## src/rtl/axi_pkg.sv

```systemverilog
// Shared AXI constants, response codes and default-slave FSM states.
// Imported by the default slave; no ports.
package axi_pkg;

  localparam int AXI_IDS_BITS  = 8;
  localparam int AXI_ADDR_BITS = 32;
  localparam int AXI_DATA_BITS = 32;
  localparam int AXI_LEN_BITS  = 4;

  localparam logic [1:0] OKAY   = 2'b00;
  localparam logic [1:0] DECERR = 2'b11;

  typedef enum logic [1:0] {
    IDLE  = 2'd0,
    RDATA = 2'd1,
    WDATA = 2'd2,
    WRESP = 2'd3
  } sd_state_t;

endpackage

```

## src/rtl/axi_default_slave.sv

```systemverilog
// AXI default slave: completes every unmapped access with DECERR.
// Ports: AR/R read channels, AW/W/B write channels, ACLK, ARESETn.
module axi_default_slave
  import axi_pkg::*;
#(
  parameter int ID_W   = AXI_IDS_BITS,
  parameter int ADDR_W = AXI_ADDR_BITS,
  parameter int DATA_W = AXI_DATA_BITS,
  parameter int LEN_W  = AXI_LEN_BITS
) (
  input  logic              ACLK,
  input  logic              ARESETn,
  input  logic [ID_W-1:0]   ARID_S,
  input  logic [ADDR_W-1:0] ARADDR_S,
  input  logic [LEN_W-1:0]  ARLEN_S,
  input  logic [2:0]        ARSIZE_S,
  input  logic [1:0]        ARBURST_S,
  input  logic              ARVALID_S,
  output logic              ARREADY_S,
  output logic [ID_W-1:0]   RID_S,
  output logic [DATA_W-1:0] RDATA_S,
  output logic [1:0]        RRESP_S,
  output logic              RLAST_S,
  output logic              RVALID_S,
  input  logic              RREADY_S,
  input  logic [ID_W-1:0]   AWID_S,
  input  logic [ADDR_W-1:0] AWADDR_S,
  input  logic [LEN_W-1:0]  AWLEN_S,
  input  logic [2:0]        AWSIZE_S,
  input  logic [1:0]        AWBURST_S,
  input  logic              AWVALID_S,
  output logic              AWREADY_S,
  input  logic [DATA_W-1:0] WDATA_S,
  input  logic [DATA_W/8-1:0] WSTRB_S,
  input  logic              WLAST_S,
  input  logic              WVALID_S,
  output logic              WREADY_S,
  output logic [ID_W-1:0]   BID_S,
  output logic [1:0]        BRESP_S,
  output logic              BVALID_S,
  input  logic              BREADY_S
);

  sd_state_t        state_q, state_d;
  logic [ID_W-1:0]  id_q, id_d;
  logic [LEN_W-1:0] len_q, len_d;
  logic [LEN_W-1:0] cnt_q, cnt_d;

  logic st_idle, st_rd, st_wd, st_wr;
  logic last_beat;

  // Address, size, burst and write payload are never inspected.
  logic unused_inputs;
  assign unused_inputs = ^{ARADDR_S, ARSIZE_S,
                           ARBURST_S, AWADDR_S,
                           AWLEN_S, AWSIZE_S,
                           AWBURST_S, WDATA_S,
                           WSTRB_S};

  assign st_idle = (state_q == IDLE);
  assign st_rd   = (state_q == RDATA);
  assign st_wd   = (state_q == WDATA);
  assign st_wr   = (state_q == WRESP);

  assign last_beat = (cnt_q == len_q);

  // Read wins a same-cycle AR/AW collision.
  assign ARREADY_S = st_idle;
  assign AWREADY_S = st_idle && !ARVALID_S;

  assign RVALID_S = st_rd;
  assign RID_S    = st_rd ? id_q : '0;
  assign RDATA_S  = '0;
  assign RRESP_S  = st_rd ? DECERR : OKAY;
  assign RLAST_S  = st_rd && last_beat;

  assign WREADY_S = st_wd;

  assign BVALID_S = st_wr;
  assign BID_S    = st_wr ? id_q : '0;
  assign BRESP_S  = st_wr ? DECERR : OKAY;

  always_comb begin
    state_d = state_q;
    id_d    = id_q;
    len_d   = len_q;
    cnt_d   = cnt_q;
    unique case (1'b1)
      st_idle: begin
        if (ARVALID_S) begin
          id_d    = ARID_S;
          len_d   = ARLEN_S;
          cnt_d   = '0;
          state_d = RDATA;
        end else if (AWVALID_S) begin
          id_d    = AWID_S;
          state_d = WDATA;
        end
      end
      st_rd: begin
        if (RREADY_S) begin
          // Counter stops at len, so it never wraps.
          if (last_beat) state_d = IDLE;
          else cnt_d = cnt_q + 1'b1;
        end
      end
      st_wd: begin
        // WLAST ends the burst whatever AWLEN said.
        if (WVALID_S && WLAST_S) state_d = WRESP;
      end
      st_wr: begin
        if (BREADY_S) state_d = IDLE;
      end
      default: state_d = IDLE;
    endcase
  end

  always_ff @(posedge ACLK or negedge ARESETn) begin
    if (!ARESETn) begin
      state_q <= IDLE;
      id_q    <= '0;
      len_q   <= '0;
      cnt_q   <= '0;
    end else begin
      state_q <= state_d;
      id_q    <= id_d;
      len_q   <= len_d;
      cnt_q   <= cnt_d;
    end
  end

endmodule

```

## config.mk

```make
export PLATFORM = sky130hd
export DESIGN_NAME = axi_default_slave
export DESIGN_NICKNAME = d
export VERILOG_FILES = /design/src/rtl/axi_pkg.sv /design/src/rtl/axi_default_slave.sv
export SDC_FILE = /design/constraint.sdc
export NUM_CORES = 1
export LEC_CHECK = 0
export CELL_PAD_IN_SITES_DETAIL_PLACEMENT = 1
export CELL_PAD_IN_SITES_GLOBAL_PLACEMENT = 1
export CORE_MARGIN = 2
export CORE_UTILIZATION = 14
export CTS_BUF_LIST = sky130_fd_sc_hd__clkbuf_8
export CTS_CLUSTER_DIAMETER = 100
export DETAILED_ROUTE_END_ITERATION = 12
export GPL_ROUTABILITY_DRIVEN = 0
export HOLD_SLACK_MARGIN = 0.15
export PLACE_DENSITY_LB_ADDON = 0.15
export SETUP_SLACK_MARGIN = 0.3
export SLEW_MARGIN = 0
export SYNTH_ARGS = -nofsm -noshare
export SYNTH_HDL_FRONTEND = slang
export SYNTH_SLANG_ARGS = --single-unit
```

## constraint.sdc

```tcl
create_clock -name ACLK -period 1.5 [get_ports ACLK]
set_input_delay 0.15 -clock ACLK [delete_from_list [all_inputs] [get_ports ACLK]]
set_output_delay 0.15 -clock ACLK [all_outputs]
set_load 0.1 [all_outputs]
```

; ---- Word level (Yosys, flattened, before mapping)
; Cells that the tools add are included.
[op_classes]
add_sub_neg = 1
eq_ne = 11
muxes = 17
reduce_logical = 11
[op_table]
columns = op, count
row1 = $mux 8, 4
row2 = $mux 2, 8
row3 = $mux 4, 3
row4 = $ne 2x2->1 const B, 4
row5 = $pmux 2 s4, 1
row6 = $pmux 4 s2, 1
row7 = $reduce_and 5->1, 1
row8 = $add 4x1->4 const B, 1
row9 = $eq 2x2->1 const B, 2
row10 = $eq 4x4->1, 1
row11 = $ne 2x1->1 const B, 2
row12 = $reduce_and 2->1, 2
row13 = $reduce_and 4->1, 1
row14 = $reduce_bool 2->1, 2
row15 = $logic_and 1x1->1, 3
row16 = $ne 3x3->1 const B, 1
row17 = $eq 2x1->1 const B, 1
row18 = $logic_not 2->1, 1
row19 = $logic_not 1->1, 1
[totals]
reg_bits = 18
inputBits = 142
elab_cells = 44

; ---- Longest topological paths before layout
[logic_depth]
ltp_word = 4
depth_mapped = 6

; ---- Worst setup path after synthesis
; No wires, ideal clock.
[synth_timing]
path_kind = register to output
startpoint = reg state_q[0]
endpoint = out AWREADY_S
arrival_time_ps = 2763
slack_ps = -1413
path_stages_with_launch = 4
path_cell_list = dfrtp_1 buf_2 clkbuf_1 nor3_1
[synth_via]
elab_chain_cells = 2
[synth_rtl]
columns = element, line_no
row1 = from (decl), axi_default_slave.sv:44  ; sd_state_t state_q, state_d;
row2 = from (signal assigned), axi_default_slave.sv:125  ; state_q <= state_d;
row3 = $logic_not 2->1, axi_default_slave.sv:60  ; assign st_idle = (state_q == IDLE);
row4 = $logic_and 1x1->1, axi_default_slave.sv:69  ; assign AWREADY_S = st_idle && !ARVALID_S;
row5 = to (decl), axi_default_slave.sv:32  ; output logic AWREADY_S,
; No other way between the ends.

; ---- Worst setup path in the final report
[layout_timing]
startpoint = reg state_q[1]
endpoint = out RLAST_S
[layout_via]
elab_chain_cells = 2
[layout_rtl]
columns = element, line_no
row1 = $eq 2x1->1, axi_default_slave.sv:61  ; assign st_rd = (state_q == RDATA);
row2 = $logic_and 1x1->1, axi_default_slave.sv:75  ; assign RLAST_S = st_rd && last_beat;
row3 = to (decl), axi_default_slave.sv:23  ; output logic RLAST_S,
; No other way between the ends.

==> out/metrics.yaml <==
status: "complete, no violations"
cp_max_fo: 5
ys_ff_latch: 18
routedWlPerCell_um: 11.1
antenna_found_initial: 0
io_buffers: 53
period_needed_ps: 1500
grt_pass1_vias: 1132
synth_top_cell_area_share_pct: 33.3
finalHoldViolCount: 0
maxCapViolations: 0
synth_edf_count: 0
synth-seq-area-share_pct: 33.3
core-area_um2: 9280
fmax_ghz: 0.669
synthTopCellsByCount: "36 x buf_4, 18 x dfrtp_1, 12 x nand2_1"
num_antenna_cells: 0
clock_sinks: 18
setup_violations: 0
dr_total_vias: 1186
start_util_pct: 14.6
dp_hpwl_mm: 3.01
htreeDepth: 1
place_inst: 331
initialDrtViolationCount: 37
cp-start-kind: "flip-flop"
drt-met1-wl_mm: 1.73
ioPinCount: 200
avgSynthCellArea_um2: 9.19
grt_max_degree: 19
finalNetCount: 362
fin_hold_ws_ps: 231
ys_types: 32
min_path_type: "input port to asynchronous set/reset pin"
post_dp_cell_area_um2: 2320
ys_warn_count: 0
synthCells: 147
cts_tree: "done"
fin_total_pwr_mw: 5.59
yosysMostFrequentCell: "buf_4"
grt_pass1_wl_mm: 5.74
ir_drop_mv: 0.683
worstSkewPairLatency_ps: 260
cts-root-buf: "clkbuf_8"
drc_errors: 0
viasPerCell: 3.42
clk_pin_slew_worst_paths_ps: 70
synthTopCellsByArea: "dfrtp_1 33%, buf_4 20%, mux2i_1 8.1%"
required_ps: 1350
period_share_pct: 99.7
worstSetupPathType: "flip-flop to output port"
n_fill_cell: 1079
die_h_um: 102
ant_nets: 0
drv_slew: 0
num_rows: 35
first_pass_iters: 4
rsz0062_at_grt: "true"
critical_path_arrival_ps: 1350
drive_above_1_share_pct: 42.2
crit_path_end_kind: "output port"
synth_area_um2: 1350
gr-usage-all-layers_pct: 7.36
power.density_nw_per_um2: 2170
clock_path_buffers: 2
wl_met2_mm: 1.79
dieArea_um2: 10500
synth_top_area_cell: "dfrtp_1"
grt_remaining_overflow: 0
final_area_um2: 2570
routed_wl_mm: 3.86
dr_wl_met3_um: 267
finalNonFillerCells: 347
synthArstFlopShare_pct: 100
numCtsBuffers: 3
syn_to_final_growth_pct: 90.2
top_layer: "met4"
power_leakage_nw: 1.19
synth-main-ff-cell: "dfrtp_1"
die_x_um: 102
skew_ps: 1.57
metrics by stage:
stage / setup WS [ps] / utilization [%] / setup TNS [ps]
after global routing: -55.1 / 27.7 / -375
after CTS: -13.1 / 27.1 / -40.4
after global placement: -95.5 / 25.0 / -807
after floorplan: -86.0 / - / -1070
after detailed placement: -110 / 25.0 / -1230
final: 4.83 / 27.7 / 0
worst max-delay path, cell delays in order, from the launching register on:
cell and delay [ps]:
dfrtp_2 440, nand2b_4 200, buf_6 150, nor2_4 110, buf_12 180
cell type report:
class                      count  area (um^2)  area share (%)
inverter                       3         27.5            1.07
clock buffer                   3         41.3            1.61
timing repair buffer          78         1040            40.4
tap                          129          161            6.28
multi-input combinational    115          846            32.9
sequential                    18          452            17.6
clock inverter                 1         3.75           0.146
layout by cell type (no fill, tap or decap), drive strengths merged:
cell	instances
o21a	2
o211ai	1
clkdlybuf4s50	26
or3b	1
a21oi	3
o22ai	2
buf	51
clkbuf	3
mux2	4
and2	9
nor3	3
inv	4
o21ai	11
o2111a	1
dlymetal6s2s	1
nor2	3
dfrtp	18
ha	1
xnor2	4
mux2i	11
nand2b	3
conb	32
nand4	1
nand3	1
nor2b	1
and3	9
nand2	12
logic make-up (layout without fill, tap and decap cells):
| family | Yosys count | count (layout) | share of synthesized area [%] |
|---|---|---|---|
| flip-flops | 18 | 18 | 33.3 |
| AND/OR/NAND/NOR | 43 | 43 | 17.8 |
| multiplexers | 15 | 15 | 12.6 |
| AO/OA/AOI/OAI | 20 | 20 | 9.17 |
| adder cells (fa/ha/maj) | 1 | 1 | 0.926 |
| buffers and inverters | 45 | 85 | 23.3 |
| XOR/XNOR | 4 | 4 | 2.59 |
| other | 1 | 32 | 0.278 |
layer usage:
| layer | global-route usage (%) | up-vias |
|---|---|---|
| li1 | - | 567 |
| met5 | 0 | - |
| met1 | 9.88 | 556 |
| met3 | 1.23 | 5 |
| met2 | 11.5 | 58 |
| met4 | 3.38 | 0 |
final timing paths:
path	start	to	slack [ps]	depth (start not counted)
max	state_q[1]	RLAST_S	5	4
min	ARESETn	len_q[1]	230	2
max reg2reg	state_q[1]	len_q[3]	10	4
min reg2reg	id_q[4]	id_q[4]	510	2
max in group asynchronous	ARESETn	state_q[1]	1040	2
min in group ACLK	ARVALID_S	id_q[0]	420	4
repair_timing:
action | 4_1_cts | 5_1_grt
buffers inserted | 9 | 3
pin swaps | 9 | 6
cloned | 0 | 0
endpoints found under the setup margin | 44 | 43
gates resized for setup | 19 | 6
hold buffers | 0 | 0
endpoints found under the hold margin | 0 | 0
power breakdown:
group	internal (mW)	total [mW]	switching [mW]
clock	0.182	0.359	0.177
combinational	1.70	4.34	2.63
sequential	0.707	0.891	0.184
sequential cells by signal, summed over array words and instances (netlist names):
register  count
cnt_q         4
id_q          8
len_q         4
state_q       2
Power figures use the tool's default switching activity.
